**config.mk**
```make
export PLATFORM = sky130hd
export DESIGN_NAME = thread_scheduler
export DESIGN_NICKNAME = d
export VERILOG_FILES = /design/src/rtl/thread_scheduler.sv
export SDC_FILE = /design/constraint.sdc
export NUM_CORES = 1
export LEC_CHECK = 0
export ABC_AREA = 1
export BUFFER_PORTS_ARGS = -buffer_cell sky130_fd_sc_hd__buf_2
export CAP_MARGIN = 10
export CORE_MARGIN = 5
export CORE_UTILIZATION = 45
export CTS_BUF_LIST = sky130_fd_sc_hd__clkbuf_16
export DETAILED_ROUTE_END_ITERATION = 6
export PLACE_DENSITY = 0.78
export SLEW_MARGIN = 10
export SYNTH_ARGS = -nofsm -noshare
export SYNTH_HDL_FRONTEND = slang
export SYNTH_SLANG_ARGS = --single-unit
```
**constraint.sdc**
```tcl
create_clock -name clk -period 2 [get_ports clk]
set_clock_uncertainty 0.1 [all_clocks]
set_input_delay 0.1 -clock clk [delete_from_list [all_inputs] [get_ports clk]]
set_output_delay 0.1 -clock clk [all_outputs]
set_load 0.05 [all_outputs]
```
**src/rtl/thread_scheduler.sv**
```systemverilog
// rtl/thread_scheduler.sv - round-robin issue-slot scheduler for the barrel core
// Picks the next enabled, ready thread each quantum; registered issue_tid drives bank/PC select.
module thread_scheduler #(
  parameter int NUM_THREADS = 4,
  parameter int TID_W       = $clog2(NUM_THREADS),
  parameter int QUANTUM     = 1
) (
  input  logic                   clk,
  input  logic                   rst_n,
  input  logic [NUM_THREADS-1:0] thread_enable,
  input  logic [NUM_THREADS-1:0] thread_ready,
  input  logic                   stall,
  output logic                   issue_valid,
  output logic [TID_W-1:0]       issue_tid,
  output logic                   issue_switch
);

  localparam int CNT_W = $clog2(QUANTUM) + 1;
  localparam logic [CNT_W-1:0] CNT_LAST = CNT_W'(QUANTUM - 1);

  typedef enum logic {IDLE, RUN} state_t;

  state_t             state, state_nxt;
  logic [CNT_W-1:0]   cnt, cnt_nxt;
  logic [TID_W-1:0]   last, last_nxt;
  logic [TID_W-1:0]   tid_nxt;
  logic               valid_nxt, switch_nxt;

  logic [NUM_THREADS-1:0] eligible;
  logic                   any_eligible;
  logic [TID_W-1:0]       pick;
  logic [TID_W-1:0]       scan_idx;

  assign eligible     = thread_enable & thread_ready;
  assign any_eligible = |eligible;

  // Scan from farthest to nearest so the closest eligible thread after `last` wins;
  // `last` itself (k = NUM_THREADS wraps to offset 0) has the lowest priority.
  always_comb begin
    pick     = last;
    scan_idx = last;
    for (int k = NUM_THREADS; k >= 1; k--) begin
      scan_idx = last + TID_W'(k);
      if (eligible[scan_idx]) pick = scan_idx;
    end
  end

  always_comb begin
    state_nxt  = state;
    cnt_nxt    = cnt;
    last_nxt   = last;
    tid_nxt    = issue_tid;
    valid_nxt  = issue_valid;
    switch_nxt = 1'b0;

    if (!stall) begin
      case (state)
        IDLE: begin
          if (any_eligible) begin
            state_nxt  = RUN;
            tid_nxt    = pick;
            last_nxt   = pick;
            cnt_nxt    = '0;
            valid_nxt  = 1'b1;
            switch_nxt = 1'b1;
          end
        end
        RUN: begin
          if (!eligible[issue_tid]) begin
            if (any_eligible) begin
              tid_nxt    = pick;
              last_nxt   = pick;
              cnt_nxt    = '0;
              switch_nxt = (pick != issue_tid);
            end else begin
              state_nxt = IDLE;
              valid_nxt = 1'b0;
              cnt_nxt   = '0;
            end
          end else if (cnt == CNT_LAST) begin
            tid_nxt    = pick;
            last_nxt   = pick;
            cnt_nxt    = '0;
            switch_nxt = (pick != issue_tid);
          end else begin
            cnt_nxt = cnt + 1'b1;
          end
        end
        default: begin
          state_nxt = IDLE;
          valid_nxt = 1'b0;
        end
      endcase
    end
  end

  always_ff @(posedge clk or negedge rst_n) begin
    if (!rst_n) begin
      state        <= IDLE;
      cnt          <= '0;
      last         <= TID_W'(NUM_THREADS - 1);
      issue_tid    <= '0;
      issue_valid  <= 1'b0;
      issue_switch <= 1'b0;
    end else begin
      state        <= state_nxt;
      cnt          <= cnt_nxt;
      last         <= last_nxt;
      issue_tid    <= tid_nxt;
      issue_valid  <= valid_nxt;
      issue_switch <= switch_nxt;
    end
  end

endmodule

```
==> results of run 1 <==
-- worst register-to-register path, cell delays in order (launching register included) --
cell     delay, ps
dfstp_2        640
nor2_2          80
nand2_1         70
nand2_1         60
nor2_2         170
nand2_2        100
nand2_2         70
nand2_2         60
nand3_2         60
nand2_1         50
nor2_1          80
nand3_1         70
nand2_1         60
inv_1           40
-- metrics by stage --
step / cell area (um2) / utilization, % / setup slack, ps / power [uW] / cells
CTS: 759 / 59.9 / 199 / 1350 / 125
global placement: 671 / 52.9 / 230 / 975 / 120
floorplan: 593 / - / 342 / 881 / 92
detailed placement: 671 / 52.9 / 210 / 993 / 120
global route: 764 / 60.3 / 5.04 / 1460 / 125
finish: 764 / 60.3 / 209 / 1340 / 125
-- layout make-up --
class,count,share of cell area [%]
clock inverter,1,0.491
tap,15,2.45
multi-input combinational,71,46.8
inverter,13,6.71
timing repair buffer,15,10.5
clock buffer,3,9.82
sequential,7,23.2
-- metal layers --
layer / share of wire [%] / global-route usage (%)
met5: 0 / 0
met4: 3.2 / 13.6
met3: 7.9 / 4.30
met2: 47 / 23.6
met1: 42 / 16.5
-- worst max path at each step --
stage | start | endpoint
6_report | last[0]$_DFFE_PN1N_ | issue_switch$_DFF_PN0_
5_1_grt | last[0]$_DFFE_PN1N_ | issue_switch$_DFF_PN0_
4_1_cts | last[0]$_DFFE_PN1N_ | issue_tid[0]$_DFFE_PN0N_
3_5_place_dp | last[0]$_DFFE_PN1N_ | issue_switch$_DFF_PN0_
3_3_place_gp | last[0]$_DFFE_PN1N_ | issue_switch$_DFF_PN0_
2_1_floorplan | last[0]$_DFFE_PN1N_ | issue_switch$_DFF_PN0_
-- report_power, final --
group          switching [uW]  internal, uW
combinational             472           236
clock                    82.2           261
sequential               77.1           212
-- timing repair --
action                                 4_1_cts  5_1_grt
resized for setup                            0        1
hold buffers                                 1        0
setup endpoints to repair                    0        1
setup buffers                                0        0
endpoints found under the hold margin        7        0
-- sequential cells by signal, indices dropped and copies added (netlist names) --
| name | count |
|---|---|
| state | 1 |
| issue_tid | 2 |
| issue_valid | 1 |
| last | 2 |
| issue_switch | 1 |
-- cells in the mapped netlist --
library cell | number | share of area (%)
a21oi_2 | 1 | 1.5
o21ai_1 | 2 | 1.7
nand2_1 | 35 | 22
inv_2 | 2 | 1.3
nand3_1 | 6 | 5.1
buf_6 | 1 | 1.9
nand2_2 | 6 | 6.3
o31ai_1 | 1 | 1.3
nand3_2 | 3 | 5.1
nand4_1 | 1 | 1.1
dfstp_2 | 2 | 8.9
inv_4 | 1 | 1.1
dfrtp_1 | 5 | 21
nor2_2 | 4 | 4.2
o21bai_1 | 1 | 1.3
a21oi_1 | 1 | 0.84
nor2_1 | 4 | 2.5
nor2_4 | 1 | 1.9
nand3b_1 | 1 | 1.3
inv_1 | 10 | 6.3
o21ai_0 | 4 | 3.4
-- kinds of logic after synthesis --
group	count (synthesis)	share of synthesized area (%)
flops	7	30.0
simple gates	61	49.6
buf+inv	14	10.6
compound gates	10	9.92
-- cells in the final DEF, fill, tap and decap left out, drive strengths merged --
cell,netlist,routed
nand3,9,9
nand2,41,41
nand4,1,1
inv,13,14
nor2,9,9
o21bai,1,1
dlygate4sd3,0,1
o21ai,6,6
dfstp,2,2
clkbuf,0,3
o31ai,1,1
nand3b,1,1
a21oi,2,2
dfrtp,5,5
buf,1,14
==> key figures, run 1 <==
Routing
  • Via density: 5.10
  • Post-route ant nets: 0
  • Final wirelength: 1320 um
  • Detailed Routing Iterations Pass 1: 6
  • Via count of the routed design: 638
  • # DRC: 0
  • Post-DR wirelength/cell: 10.6 um
  • 1st-iter DRT viols: 14

Layout
  • Nets@finish: 122
  • Share of cells above drive strength 1: 34.5%
  • N_diodes: 0
  • FF+latch area: 178 um2
  • Area grow syn2layout: 28.9%
  • Fill cell count: 120
  • Area of the multi-input gates: 358 um2

Global routing
  • Initial antenna violation count: 0
  • Global-route wire length before repair: 2210 um
  • Overflow after GRT: 0
  • Largest net degree at the start of global routing: 9
  • Number of global-route vias before repair: 554
  • GRT Util Overall: 15.2%

Worst setup path
  • Cell family with most CP delay: simple AND/OR/NAND/NOR gates
  • Crit. End Element: flip-flop
  • WP data required: 2030 ps
  • FF-to-FF path depth: 13
  • Arrival @ worst endpoint: 1820 ps
  • Startpoint Class: flip-flop
  • CP Class: reg2reg
  • Buf/Inv on CP: 1
  • Worst reg-to-reg setup slack: 210 ps
  • Crit Reg-Reg Endpoint: issue_switch$_DFF_PN0_
  • Max incr delay on CP: 640 ps
  • Critical path's slowest cell: dfstp_2
  • Critical-path maximum fanout: 8
  • Most used cell along the critical path: nand2_1
  • Critical Path, Cell by Cell: nor2_2, nand2_1, nand2_1, nor2_2, nand2_2, nand2_2, nand2_2, nand3_2, nand2_1, nor2_1, nand3_1, nand2_1, inv_1
  • Worst path depth: 13
  • Reg2reg start: last[0]$_DFFE_PN1N_

Die
  • Die area: 2140 um2
  • Die width: 46.3 um
  • Die H: 46.3 um
  • Core ar.: 1270 um2
  • Ports: 15
  • Initial Util: 46.7%
  • Placement Rows: 13

Clock network
  • Num CTS Buffers: 3
  • Clock buffer depth: 2
  • Clk_lat worst skew: 230 ps
  • Clk pin slew, worst setup/hold paths: 40 ps
  • Root buffer cell: clkbuf_16
  • CTS Sinks: 7
  • Max H-tree Level: 1
  • CTS tree: built

STA
  • Final Max Slew Viols: 0
  • Setup_tns: 0 ps
  • Final Cycle Share: 89.6%
  • Final setup violating endpoints: 0
  • Unrepaired setup endpoints after global routing: no
  • Worst hold margin: 16.0 ps
  • Worst-Margin Slew: 250 ps
  • Max Fclk: 0.558 GHz
  • Slew margin rel.: 83.5%
  • Final hold vios: 0
  • Tmin final: 1790 ps

Synth
  • Mapped cell area: 593 um2
  • Synth Warn #: 0
  • Synthesized instance count: 92
  • Synthesized area per cell: 6.45 um2
  • Register area share after synthesis: 30.0%
  • Mapped Nets: 103
  • Yosys reg bits: 7
  • Synth unique cells: 21

Worst hold path
  • Hold Path Depth: 2
  • HP Start: stall
  • WHS Endpoint: last[1]$_DFFE_PN1N_
  • Hold crit path type: in2reg

Power
  • PwrDens: 1750 nW/um2
  • Leak Pwr: 0.000441 uW
  • Max IR drop VDD: 0.00113 V

Placed design
  • RePlAce Congestion: 0.849
  • Port bufs: 14
  • DP Wirelength: 1000 um

Status
  • Status: complete, no violations

Flow run
  • Max cap viols: 0
No activity file was read; power rests on OpenSTA's default activity.
==> run 2: changes to the inputs <==
--- a/config.mk
+++ b/config.mk
@@ -5,14 +5,15 @@
 export SDC_FILE = /design/constraint.sdc
 export NUM_CORES = 1
 export LEC_CHECK = 0
-export ABC_AREA = 1
+export ABC_AREA = 0
 export BUFFER_PORTS_ARGS = -buffer_cell sky130_fd_sc_hd__buf_2
 export CAP_MARGIN = 10
-export CORE_MARGIN = 5
-export CORE_UTILIZATION = 45
+export CORE_AREA = 5 5 42 44
 export CTS_BUF_LIST = sky130_fd_sc_hd__clkbuf_16
+export CTS_CLUSTER_DIAMETER = 40
 export DETAILED_ROUTE_END_ITERATION = 6
-export PLACE_DENSITY = 0.78
+export DIE_AREA = 0 0 47 49
+export PLACE_DENSITY = 0.63
 export SLEW_MARGIN = 10
 export SYNTH_ARGS = -nofsm -noshare
 export SYNTH_HDL_FRONTEND = slang
==> run 2 against run 1 <==
Synthesized cell count decreased by 54%. Sequential power decreased by 22%. Worst hold slack got worse by 2.0 ps. Utilization decreased by 18 points. Via count decreased by 40%. Global-route usage decreased by 5.6 points. Clock-buffer cell count unchanged. Final cell count decreased by 38%. Maximum frequency increased by 23%. First-iteration DRC count decreased by 57%. Clock power decreased by 3%. Setup slack improved by 340 ps. Critical path type unchanged. Largest power group is now the clock network.
==> key figures, run 2 <==
Layout
  • Share of cells above drive strength 1: 35.5% (+0.94 points)
  • N_diodes: 0 (unchanged)
  • Finished Cell Area: 589 um2 (-23%)
  • Nets@finish: 74 (-39%)
  • Non-filler cells, final: 78 (-38%)
  • Utilization after layout: 42.1% (-18 points)
  • Top flop regs: issue_tid (2), last (2)
  • Most common cell after layout, fill and taps aside: buf_2
  • Area grow syn2layout: 46.3%
  • Most frequent cells in the layout: buf_2 (14), nand2_1 (7), dfrtp_1 (5)

Synth
  • Top cells by area, synth: dfrtp_1 (31%), dfstp_2 (13%), nand2_1 (6.5%)
  • Synth Flop Type: dfrtp_1
  • Yosys reg bits: 7 (unchanged)
  • Mapped cell area: 403 um2 (-32%)
  • Top cells by count, synth: nand2_1 (7), dfrtp_1 (5), a31oi_1 (3), o21a_1 (3)
  • Post-synth EDFFs: 0 (unchanged)
  • Synth unique cells: 22 (+4.8%)
  • Synthesized instance count: 42 (-54%)
  • Synth Warn #: 0 (unchanged)
  • Mapped Nets: 53 (-49%)
  • Register area share after synthesis: 44.1% (+14 points)
  • Synth area leader: dfrtp_1
  • Fraction of registers with async set/reset: 100% (unchanged)
  • Top-area cell type share of the netlist area: 31.1% (+8.9 points)
  • Synthesized area per cell: 9.59 um2 (+49%)
  • Most frequent cell after synthesis: nand2_1

Global routing
  • Initial antenna violation count: 0 (unchanged)
  • Global-route wire length before repair: 1550 um (-30%)
  • Largest net degree at the start of global routing: 9 (unchanged)
  • GRT Util Overall: 9.62% (-5.6 points)
  • Number of global-route vias before repair: 392 (-29%)
  • Overflow after GRT: 0 (unchanged)

Power
  • PwrDens: 1350 nW/um2 (-23%)
  • Overall Power: 795 uW (-41%)
  • Max IR drop VDD: 0.000637 V (-43%)
  • Leak Pwr: 0.000283 uW (-36%)

Placed design
  • Placed instance count: 73 (-39%)
  • DP Wirelength: 703 um (-30%)
  • Dpl cell area: 500 um2 (-25%)
  • RePlAce Congestion: 0.712 (-16%)
  • Port bufs: 14 (unchanged)

Die
  • Core ar.: 1400 um2 (+10%)
  • Initial Util: 28.7% (-18 points)
  • Die width: 47 um (+1.5%)
  • Die H: 49 um (+5.8%)
  • Die area: 2300 um2 (+7.4%)
  • Ports: 15 (unchanged)
  • Placement Rows: 14 (+1)

STA
  • Tmin final: 1450 ps (-340 ps)
  • Max Fclk: 0.689 GHz (+23%)
  • Final hold vios: 0 (unchanged)
  • Unrepaired setup endpoints after global routing: no
  • Final Max Slew Viols: 0 (unchanged)
  • Setup_tns: 0 ps (unchanged)
  • Final Cycle Share: 72.6% (-17 points)
  • Worst-Margin Slew: 251 ps (+1.08 ps)
  • Slew margin rel.: 83.0% (-0.41 points)
  • Final setup violating endpoints: 0 (unchanged)

Routing
  • Detailed Routing Iterations Pass 1: 4 (-2)
  • Via count of the routed design: 384 (-40%)
  • Post-DR wirelength/cell: 11.3 um (+6.6%)
  • Post-route ant nets: 0 (unchanged)
  • # DRC: 0 (unchanged)
  • 1st-iter DRT viols: 6 (-8)
  • Via density: 4.92 (-3.5%)
  • Final wirelength: 881 um (-33%)

Worst setup path
  • Arrival @ worst endpoint: 1500 ps (-320 ps)
  • WP data required: 2050 ps (+20 ps)
  • Critical path's slowest cell: dfstp_2
  • Critical Path, Cell by Cell: nor4bb_1, a31oi_1, nand3_1, xnor2_1, a31oi_1
  • Most used cell along the critical path: a31oi_1
  • Crit. End Element: flip-flop
  • CP Class: reg2reg
  • Critical-path maximum fanout: 8 (unchanged)
  • Crit Reg-Reg Endpoint: issue_switch$_DFF_PN0_
  • Reg2reg start: last[1]$_DFFE_PN1N_
  • Setup crit end: issue_switch$_DFF_PN0_
  • Max incr delay on CP: 580 ps (-60 ps)
  • Startpoint Class: flip-flop
  • Worst reg-to-reg setup slack: 550 ps (+340 ps)
  • FF-to-FF path depth: 5 (-8)
  • Worst Setup SP: last[1]$_DFFE_PN1N_

Clock network
  • Clk_lat worst skew: 230 ps (about the same)
  • # resized after CTS: 0 (unchanged)
  • Clk pin slew, worst setup/hold paths: 30 ps (about the same)
  • CTS tree: built
  • Root buffer cell: clkbuf_16
  • CTS Sinks: 7 (unchanged)
  • Num CTS Buffers: 3 (unchanged)
  • Max H-tree Level: 1 (unchanged)
  • Clock buffer depth: 2 (unchanged)
  • Number of setup buffers added after CTS: 0 (unchanged)

Worst hold path
  • Hold crit path type: in2reg

Flow run
  • Max cap viols: 0 (unchanged)

Status
  • Status: complete, no violations
run 2: metrics by stage:
step	setup WS (ps)	hold WS, ps
after floorplan	609	-296
after global placement	582	-162
after detailed placement	569	-161
after CTS	550	8.94
after global routing	394	29.9
final	549	14.0
run 2: worst max-delay path, delay by kind of cell, from the launching register on:
kind            cells  cell delay [ps]
compound gates      2              340
xor+xnor            1              150
flops               1              580
simple gates        2              200
run 2: area by class of cell:
class,count,area (um2)
fill,149,812
multi-input combinational,33,218
sequential,7,178
timing repair buffer,16,87.6
clock buffer,3,75.1
tap,16,20.0
inverter,2,7.51
clock inverter,1,3.75
run 2: worst min-delay path by stage:
stage,from,end,slack (ps),cells after the start
2_1_floorplan,rst_n,issue_switch$_DFF_PN0_,-300,0
3_3_place_gp,rst_n,state$_DFFE_PN0N_,-160,1
3_5_place_dp,rst_n,state$_DFFE_PN0N_,-160,1
4_1_cts,stall,state$_DFFE_PN0N_,9,3
5_1_grt,stall,state$_DFFE_PN0N_,30,3
6_report,stall,state$_DFFE_PN0N_,10,3
run 2: where the power goes:
part	switching, uW	internal [uW]
Clock	71.5	260
Sequential	36.1	189
Combinational	151	86.8
run 2: kinds of logic (layout without fill, tap and decap cells):
group	count (synthesis)	after routing	share of synthesized area, %
AND/OR/NAND/NOR	15	15	19.3
buffers and inverters	2	22	1.86
AO/OA/AOI/OAI	16	16	30.4
flip-flops	7	7	44.1
XOR/XNOR	2	2	4.35
run 2: timing repair:
item                       4_1_cts  5_1_grt
setup endpoints to repair        0        0
hold buffers                     1        0
hold endpoints to repair         7        0
run 2: metal layers:
layer	up-vias	wire length [um]	GRT usage [%]
li1	198	-	-
met5	-	0	0
met2	9	417	13.6
met4	0	37	8.29
met3	5	48	2.21
met1	172	378	11.6
